**src/rtl/uart_tx_arbiter.sv**
```systemverilog
// uart_tx_arbiter: round-robin frame arbiter sharing one UART transmitter between two byte streams.
// Optional per-byte watchdog enabled by defining UART_TX_ARB_TIMEOUT_EN.
module uart_tx_arbiter #(
  parameter int GAP_CYCLES     = 16,
  parameter int TIMEOUT_CYCLES = 50_000_000
) (
  input  logic       clk,
  input  logic       rst_n,
  input  logic       s0_valid,
  input  logic [7:0] s0_data,
  input  logic       s0_last,
  output logic       s0_ready,
  output logic       s0_grant,
  input  logic       s1_valid,
  input  logic [7:0] s1_data,
  input  logic       s1_last,
  output logic       s1_ready,
  output logic       s1_grant,
  output logic       tx_enable,
  output logic [7:0] tx_data,
  input  logic       tx_done,
  output logic       arb_err
);
  typedef enum logic [1:0] {IDLE, SEND, NEXT, GAP} state_t;
  typedef logic [$clog2(TIMEOUT_CYCLES + 1)-1:0] wd_t;
  state_t state, state_n;
  logic ptr, own, last_q, win, sel, acc, own_valid, to;
  logic [15:0] gap_cnt;
  always_comb begin
    own_valid = own ? s1_valid : s0_valid;
    win = ptr ? s1_valid : !s0_valid;
    sel = (state == IDLE) ? win : own;
    acc = (state == IDLE) ? (s0_valid | s1_valid) : (state == NEXT) && own_valid;
    state_n = state;
    case (state)
      IDLE:    state_n = acc ? SEND : IDLE;
      SEND:    state_n = tx_done ? (last_q ? GAP : NEXT) : (to ? GAP : SEND);
      NEXT:    state_n = own_valid ? SEND : (to ? GAP : NEXT);
      GAP:     state_n = (gap_cnt == 16'd0) ? IDLE : GAP;
      default: state_n = IDLE;
    endcase
  end
  always_ff @(posedge clk or negedge rst_n) begin
    if (!rst_n) begin
      state     <= IDLE;
      ptr       <= 1'b0;
      own       <= 1'b0;
      last_q    <= 1'b0;
      gap_cnt   <= '0;
      tx_enable <= 1'b0;
      tx_data   <= '0;
      s0_ready  <= 1'b0;
      s1_ready  <= 1'b0;
      s0_grant  <= 1'b0;
      s1_grant  <= 1'b0;
    end else begin
      state    <= state_n;
      s0_ready <= acc && !sel;
      s1_ready <= acc && sel;
      gap_cnt  <= (state != GAP) ? 16'(GAP_CYCLES - 1) : gap_cnt - 16'd1;
      if (acc) begin
        own       <= sel;
        tx_data   <= sel ? s1_data : s0_data;
        last_q    <= sel ? s1_last : s0_last;
        tx_enable <= 1'b1;
        s0_grant  <= !sel;
        s1_grant  <= sel;
      end else if (state_n == GAP && state != GAP) begin
        // frame finished or aborted: release and hand priority to the other side
        ptr       <= !own;
        tx_enable <= 1'b0;
        s0_grant  <= 1'b0;
        s1_grant  <= 1'b0;
      end else if (state == SEND && tx_done) begin
        tx_enable <= 1'b0;
      end
    end
  end
`ifdef UART_TX_ARB_TIMEOUT_EN
  wd_t wd;
  assign to = (state == SEND || state == NEXT) && wd == wd_t'(TIMEOUT_CYCLES - 1);
  always_ff @(posedge clk or negedge rst_n) begin
    if (!rst_n) begin
      wd      <= '0;
      arb_err <= 1'b0;
    end else begin
      wd      <= acc ? wd_t'(1) : (state == SEND || state == NEXT) ? wd + wd_t'(1) : '0;
      arb_err <= to && !(state == SEND ? tx_done : own_valid);
    end
  end
`else
  assign to      = 1'b0;
  assign arb_err = 1'b0;
`endif
endmodule

```
**config.mk**
```make
export PLATFORM = sky130hd
export DESIGN_NAME = uart_tx_arbiter
export DESIGN_NICKNAME = d
export VERILOG_FILES = /design/src/rtl/uart_tx_arbiter.sv
export SDC_FILE = /design/constraint.sdc
export NUM_CORES = 1
export LEC_CHECK = 0
export CORE_MARGIN = 4
export CORE_UTILIZATION = 45
export CTS_CLUSTER_DIAMETER = 100
export CTS_CLUSTER_SIZE = 10
export DETAILED_ROUTE_END_ITERATION = 10
export PLACE_DENSITY_LB_ADDON = 0.08
export SYNTH_ARGS = -nofsm -noshare
export SYNTH_HDL_FRONTEND = slang
export SYNTH_SLANG_ARGS = --single-unit
```
**constraint.sdc**
```tcl
create_clock -name clk -period 2.2 [get_ports clk]
set_clock_uncertainty 0.15 [all_clocks]
set_input_delay 0.66 -clock clk [delete_from_list [all_inputs] [get_ports clk]]
set_output_delay 0.66 -clock clk [all_outputs]
set_load 0.01 [all_outputs]
```
==> impl_metrics.toml, run 1 <==
[critical_path]
cp_max_fo = 14
r2r-end = "gap_cnt[15]"
worstPathRequired_ns = 2.27
critical_path.endpoint_type = "flop"
arrival_ns = 2.16
r2r_start = "gap_cnt[6]"
critPathLaunchType = "input pin"
rrSetupSlack_ns = 0.35
crit_type = "input pin to flop"
cp-endpoint = "s1_grant"
rr_worst_depth = 4
crit_start = "s1_valid"

[synth]
ys_async_sr_fraction_pct = 100
ys_types = 41
syn_nets = 195
synth-main-ff-cell = "dfrtp_1"
syn_avg_cell_area_um2 = 10.2
syn_inst = 171
yosysSeqAreaShare_pct = 48.6
ys_warn_count = 0
synth_top_area_cell = "dfrtp_1"
synth_top_area_share_pct = 48.6
synth_edf_count = 0
yosys-top-cells-area = "dfrtp_1 (49%), nor2_1 (6.0%), mux2_2 (5.8%)"
ys_ff_latch = 34
syn_area_um2 = 1750

[sta]
fmax_mhz = 479
rsz0062_at_grt = "no"
slew_violations = 0
finalCritPeriodShare_pct = 95.0
final-hold-violation-count = 0
finalSetupViolCount = 0
min_period_ns = 2.09
fin_ws_ns = 0.111

[final_layout]
multiInputGateArea_um2 = 851
fillCellCount = 321
regArea_um2 = 851
diodes = 0
final_cell_mix = "clkdlybuf4s50_1 (35), dfrtp_1 (34), nor2_1 (28)"
drive_gt1_share_pct = 15.5
fin_nets = 236
mostFrequentLayoutCell = "clkdlybuf4s50_1"
areaGrowthSynthToFinish_pct = 30.1

[pwr]
powerDensity_nw_per_um2 = 1110
power.total_mw = 2.53
p_leak_nw = 0.950
peakVddDrop_mv = 0.615

[drt]
wl_mm = 3.91
drc = 0
wl_per_cell_um = 15.0
drt_iter0_markers = 141
vias_per_cell = 5.51
vias = 1439
drt_first_pass_iters = 4
antenna_left = 0

[clock_tree]
cts_tree = "yes"
ctsHtreeMaxLevel = 2
root_buffer = "clkbuf_8"
clkLatencyLatePin_ns = 0.28
ctsHoldBuffers = 0
cts_buffer_depth = 2
path_clk_slew_ns = 0.07
clock-sinks = 34
cts_buffers = 5

[placed_design]
gp_congestion = 0.779
place_ws_ns = -0.317
hpwlAfterDp_mm = 2.82
portBuffers = 35

[run_status]
outcome = "finished clean"

[global_route]
track_usage_pct = 16.7
grt_pass1_vias = 1431
grt_max_degree = 35
grt_pass1_wl_mm = 6.64
grt_overflow_total = 0
antenna_found_initial = 0

[die]
die_h_um = 70.4
die_w_um = 70.4
start_util_pct = 47.1
die_area_um2 = 4950
design.core.area_um2 = 3720
pin_count = 37
core.rowCount = 22

[min_path]
min_path_type = "flop to flop"
hp-start = "s0_grant"

[job]
maxCapViolCount = 0
[worst min-delay path by stage]
stage | to | depth (start not counted)
after floorplan | gap_cnt[0] | 0
after global placement | s1_grant | 1
after detailed placement | s0_grant | 1
after CTS | s0_grant | 1
after global routing | s0_grant | 1
final | s0_grant | 1
[metal layers]
layer,wire length [um],GRT usage (%)
met5,0,0
met4,85,7.66
met3,216,5.76
met2,1920,26.0
met1,1690,20.7
[kinds of logic (layout without fill, tap and decap cells)]
| group | count (synthesis) | after routing | synth area share, % |
|---|---|---|---|
| and+or+nand+nor | 69 | 69 | 21.4 |
| DFF | 34 | 34 | 48.6 |
| AOI/OAI and AO/OA | 32 | 32 | 13.6 |
| xor gates and xnor gates | 12 | 12 | 6.00 |
| buffers and inverters | 12 | 54 | 3.21 |
| muxes | 10 | 10 | 6.36 |
| adders and majority gates | 1 | 1 | 0.714 |
| other | 1 | 1 | 0.214 |
[layout make-up]
| class | count | share of cell area (%) |
|---|---|---|
| sequential | 34 | 37.3 |
| clock buffer | 7 | 3.79 |
| multi-input combinational | 125 | 37.3 |
| clock inverter | 1 | 0.220 |
| timing repair buffer | 44 | 18.3 |
| inverter | 2 | 0.329 |
| tap | 48 | 2.64 |
[through the flow]
| stage | util (%) | setup TNS, ns | cells | hold slack [ns] | cell area [um^2] |
|---|---|---|---|---|---|
| floorplan | - | 0 | 171 | 0.214 | 1750 |
| global placement | 58.5 | -3.05 | 252 | 0.311 | 2170 |
| detailed placement | 58.5 | -3.68 | 252 | 0.316 | 2170 |
| CTS | 61.1 | 0 | 260 | 0.331 | 2270 |
| global route | 61.3 | 0 | 261 | 0.337 | 2280 |
| finish | 61.3 | 0 | 261 | 0.327 | 2280 |
[where the power goes]
part | internal, mW | total (mW) | switching (mW) | leakage (nW)
sequential | 0.803 | 0.938 | 0.135 | 0.414
clock | 0.252 | 0.470 | 0.218 | 0.0482
combinational | 0.585 | 1.12 | 0.534 | 0.488
total | 1.64 | 2.53 | 0.887 | 0.950
[state kept, by name, summed over array words and instances (netlist names)]
signal and cells:
tx_data 8, s0_grant 1, state 2, s1_grant 1, last_q 1, ptr 1, gap_cnt 16, tx_enable 1
s1_ready 1, s0_ready 1, own 1
[critical path: stages]
cell and delay [ns]:
clkdlybuf4s50_1 0.53, mux2i_1 0.13, a211oi_2 0.31, buf_4 0.26, o21a_1 0.18, a21o_1 0.10
[synthesized netlist by cell type, drive strengths merged, types with 3 or more instances]
library cell  count
nand4             4
o21ai             3
nand3b            3
a222oi            9
xor2             10
mux2              9
a21oi            11
a21o              3
nor2b             4
clkbuf            3
nand2            13
buf               7
nor2             28
nand3             3
dfrtp            34
[what timing repair did]
action | 4_1_cts | 5_1_grt
pin swaps | 0 | 1
gates resized for setup | 1 | 0
hold endpoints to repair | 0 | 0
endpoints found under the setup margin | 6 | 1
buffers inserted | 0 | 1
(Power assumes the default switching activity.)
==> run 2, diff against run 1 <==
- GPL_TIMING_DRIVEN: unset -> 0
==> impl_metrics.toml, run 2 (synthesis results as in run 1) <==
[run_status]
outcome = "finished clean"

[critical_path]
worstPathRequired_ns = 1.39
critPathTopFamily = "buffers and inverters"
critPathLaunchType = "flop"
crit_path_cell_trace = "clkdlybuf4s50_1"
crit_type = "flop to output port"
crit_slowest_cell = "clkdlybuf4s50_1"
r2r_start = "own"
critical_path.endpoint_type = "output port"
rrSetupSlack_ns = 0.29
cp_max_fo = 2
slowest_delay_ns = 0.55
arrival_ns = 1.19
crit_start = "tx_data[0]"
critPathBufInv = 1

[drt]
drt_iter0_markers = 114
wl_per_cell_um = 15.3
wl_mm = 3.98
vias = 1442
antenna_left = 0
drc = 0
vias_per_cell = 5.55
drt_first_pass_iters = 4

[sta]
worst_pin_slew_ns = 0.770
slew_violations = 0
min_period_ns = 2.00
fin_ws_ns = 0.204
fmax_mhz = 501
finalCritPeriodShare_pct = 90.7
slew_headroom_pct = 48.7
finalSetupViolCount = 0
final-hold-violation-count = 0
rsz0062_at_grt = "no"

[global_route]
antenna_found_initial = 0
track_usage_pct = 17.3
grt_overflow_total = 0
grt_pass1_wl_mm = 6.81
grt_max_degree = 35
grt_pass1_vias = 1484

[die]
start_util_pct = 47.1
pin_count = 37
die_w_um = 70.4
die_area_um2 = 4950
core.rowCount = 22
design.core.area_um2 = 3720
die_h_um = 70.4

[placed_design]
gp_congestion = 0.762
place_area_um2 = 2160
place_ws_ns = -0.398
hpwlAfterDp_mm = 2.85
portBuffers = 35

[clock_tree]
clock-sinks = 34
cts_buffers = 5
cts_tree = "yes"
clkLatencyLatePin_ns = 0.28
path_clk_slew_ns = 0.07
ctsHtreeMaxLevel = 2
root_buffer = "clkbuf_8"
ctsHoldBuffers = 0
cts_buffer_depth = 2

[final_layout]
fin_nets = 237
drive_gt1_share_pct = 15.6
largest_registers = "gap_cnt (16), tx_data (8), state (2)"
areaGrowthSynthToFinish_pct = 28.5
largest_reg_flops = 16
fillCellCount = 315
diodes = 0
mostFrequentLayoutCell = "dfrtp_1"
final_cell_mix = "dfrtp_1 (34), clkdlybuf4s50_1 (32), nor2_1 (28)"
top_register = "gap_cnt"
design_area_um2 = 2250

[pwr]
peakVddDrop_mv = 0.585
powerDensity_nw_per_um2 = 1100
p_leak_nw = 0.962

[job]
maxCapViolCount = 0

[min_path]
min_path_type = "input pin to async pin"
[run 2: changes by cell type in the layout (fill, tap and decap cells not counted)]
cell | previous run | this run
buf_4 | 9 | 2
nor3_4 | 1 | 0
buf_2 | 0 | 7
clkdlybuf4s50_1 | 35 | 32
nor3_2 | 0 | 1
nor2b_1 | 4 | 3
nor2b_2 | 0 | 1
clkbuf_1 | 1 | 2
clkinv_2 | 1 | 0
dlymetal6s2s_1 | 0 | 2
[run 2: final timing paths]
path                       cells past startpoint         end
max                                            1  tx_data[0]
min                                            1  gap_cnt[8]
max reg2reg                                    4      last_q
min reg2reg                                    1  gap_cnt[0]
max in group asynchronous                      1   tx_enable
min in group clk                               1  gap_cnt[0]
[run 2: cell type report]
cell class	instances	area, um^2	share of cell area, %
buffer	10	52.6	2.33
tap	48	60.1	2.67
inverter	2	7.51	0.334
multi-input combinational	125	847	37.6
clock buffer	6	82.6	3.67
timing repair buffer	35	350	15.6
sequential	34	851	37.8
[run 2: per-layer routing]
layer / routed length, um / share of wire [%] / track usage, %
met2: 2080 / 52 / 29.8
met5: 0 / 0 / 0
met4: 61 / 1.5 / 6.81
met1: 1650 / 41 / 19.9
met3: 193 / 4.8 / 5.18
[run 2: repair_timing]
action                     in CTS  in global routing
gates resized for setup         1                  6
buffers inserted                0                  0
setup endpoints to repair      10                 10
hold endpoints to repair        0                  0
pin swaps                       0                  4
[run 2: per-stage QoR]
step / hold WS [ns] / setup TNS (ns) / power (mW) / instances / utilization [%]
6_report: 0.294 / 0 / 2.48 / 260 / 60.6
3_3_place_gp: 0.311 / -16.81 / 1.99 / 254 / 58.2
2_1_floorplan: 0.214 / 0 / 1.58 / 171 / -
3_5_place_dp: 0.317 / -4.33 / 2.03 / 254 / 58.0
4_1_cts: 0.325 / 0 / 2.50 / 260 / 60.3
5_1_grt: 0.337 / 0 / 2.66 / 260 / 60.6
[run 2: where the power goes]
part,switching [mW],internal [mW],total (mW)
Sequential,0.139,0.803,0.942
Combinational,0.533,0.547,1.08
Clock,0.218,0.241,0.460
Total,0.890,1.59,2.48
==> run 3, diff against run 2 <==
- ABC_CLOCK_PERIOD_IN_PS: unset -> 2200
- SKIP_LAST_GASP: unset -> 1
==> impl_metrics.toml, run 3 (synthesis results as in run 1) <==
[final_layout]
design_area_um2 = 2250
mostFrequentLayoutCell = "dfrtp_1"
largest_registers = "gap_cnt (16), tx_data (8), state (2)"
drive_gt1_share_pct = 15.6
fillCellCount = 314
top_register = "gap_cnt"
final_cell_mix = "dfrtp_1 (34), clkdlybuf4s50_1 (33), nor2_1 (28)"
layout.cells.non_filler = 260
fin_nets = 237
areaGrowthSynthToFinish_pct = 28.4
largest_reg_flops = 16
diodes = 0

[sta]
worst_pin_slew_ns = 0.753
rsz0062_at_grt = "yes"
finalCritPeriodShare_pct = 95.8
slew_headroom_pct = 49.8
slew_violations = 0
fmax_mhz = 474
min_period_ns = 2.11
finalSetupViolCount = 0
setup_tns_ns = 0
fin_ws_ns = 0.0920
final-hold-violation-count = 0

[critical_path]
crit_type = "input pin to flop"
r2r-end = "last_q"
critical_path.endpoint_type = "flop"
arrival_ns = 2.12
slowest_delay_ns = 0.52
rrSetupSlack_ns = 0.30
critPathLaunchType = "input pin"
critPathBufInv = 2
critPathTopFamily = "buffers and inverters"
cp_max_fo = 10
rr_worst_depth = 4
crit_slowest_cell = "clkdlybuf4s50_1"
worstPathRequired_ns = 2.21
crit_path_cell_trace = "clkdlybuf4s50_1 > nor2b_2 > nor3_2 > buf_2 > a222oi_1 > a21oi_1"
r2r_start = "own"

[clock_tree]
clkLatencyLatePin_ns = 0.28
cts_buffers = 5
cts_tree = "yes"
ctsHtreeMaxLevel = 2
cts_setup_buffers = 0
cts_buffer_depth = 2
root_buffer = "clkbuf_8"
path_clk_slew_ns = 0.06
clock-sinks = 34

[die]
core.rowCount = 22
die_w_um = 70.4
start_util_pct = 47.1
die_area_um2 = 4950
pin_count = 37
design.core.area_um2 = 3720
die_h_um = 70.4

[global_route]
antenna_found_initial = 0
track_usage_pct = 17.3
grt_pass1_wl_mm = 6.81
grt_pass1_vias = 1484
grt_overflow_total = 0
grt_max_degree = 35

[placed_design]
dp.cells = 254
gp_congestion = 0.762
place_area_um2 = 2160
hpwlAfterDp_mm = 2.85
place_ws_ns = -0.398
portBuffers = 35

[drt]
antenna_left = 0
drt_first_pass_iters = 4
drc = 0
wl_mm = 3.97
vias_per_cell = 5.56
drt_iter0_markers = 114
wl_per_cell_um = 15.3
vias = 1446

[pwr]
p_leak_nw = 0.953
peakVddDrop_mv = 0.586
powerDensity_nw_per_um2 = 1100
power.total_mw = 2.48

[min_path]
min_path_type = "input pin to async pin"

[run_status]
outcome = "finished clean"

[job]
maxCapViolCount = 0
## run 3: final cells by class
class | instances | area [um^2] | area share, %
buffer | 10 | 52.6 | 2.34
clock buffer | 6 | 82.6 | 3.67
inverter | 2 | 7.51 | 0.334
multi-input combinational | 125 | 847 | 37.7
sequential | 34 | 851 | 37.8
tap | 48 | 60.1 | 2.67
timing repair buffer | 35 | 348 | 15.5
## run 3: power breakdown
group          switching [mW]  total, mW  leakage (nW)  internal (mW)
clock                   0.214      0.456        0.0431          0.241
combinational           0.535       1.08         0.495          0.547
sequential              0.138      0.941         0.414          0.803
## run 3: worst register-to-register path: cells and delay by family (launching register included)
family                 cells  cell delay (ns)
AO/OA/AOI/OAI              2             0.36
buffers and inverters      1             0.45
flip-flops                 1             0.42
multiplexers               1             0.40
## run 3: worst max path at each step
stage             start  slack, ns  cells after the start    endpoint
4_1_cts        s0_valid       0.05                      6      last_q
6_report       s0_valid       0.09                      6  tx_data[1]
2_1_floorplan  s0_valid       0.44                      5      last_q
3_5_place_dp   s1_valid      -0.40                      5  tx_data[7]
3_3_place_gp      rst_n      -0.39                      1    s1_ready
5_1_grt        s0_valid     -0.004                      6      last_q
## run 3: timing repair
item / CTS / global route
setup endpoints to repair: 10 / 10
resized for setup: 1 / 5
pin swaps: 0 / 4
hold buffers: 0 / 0
## run 3: per-stage QoR
step           util [%]  hold slack, ns
6_report           60.5           0.292
2_1_floorplan         -           0.214
5_1_grt            60.5           0.337
4_1_cts            60.3           0.325
3_3_place_gp       58.2           0.311
3_5_place_dp       58.0           0.317
## run 3: metal layers
layer	vias up	wire length (um)	global-route usage [%]
met2	36	2130	29.8
met4	0	61	6.81
met1	715	1560	19.9
li1	689	-	-
met5	-	0	0
met3	6	212	5.18
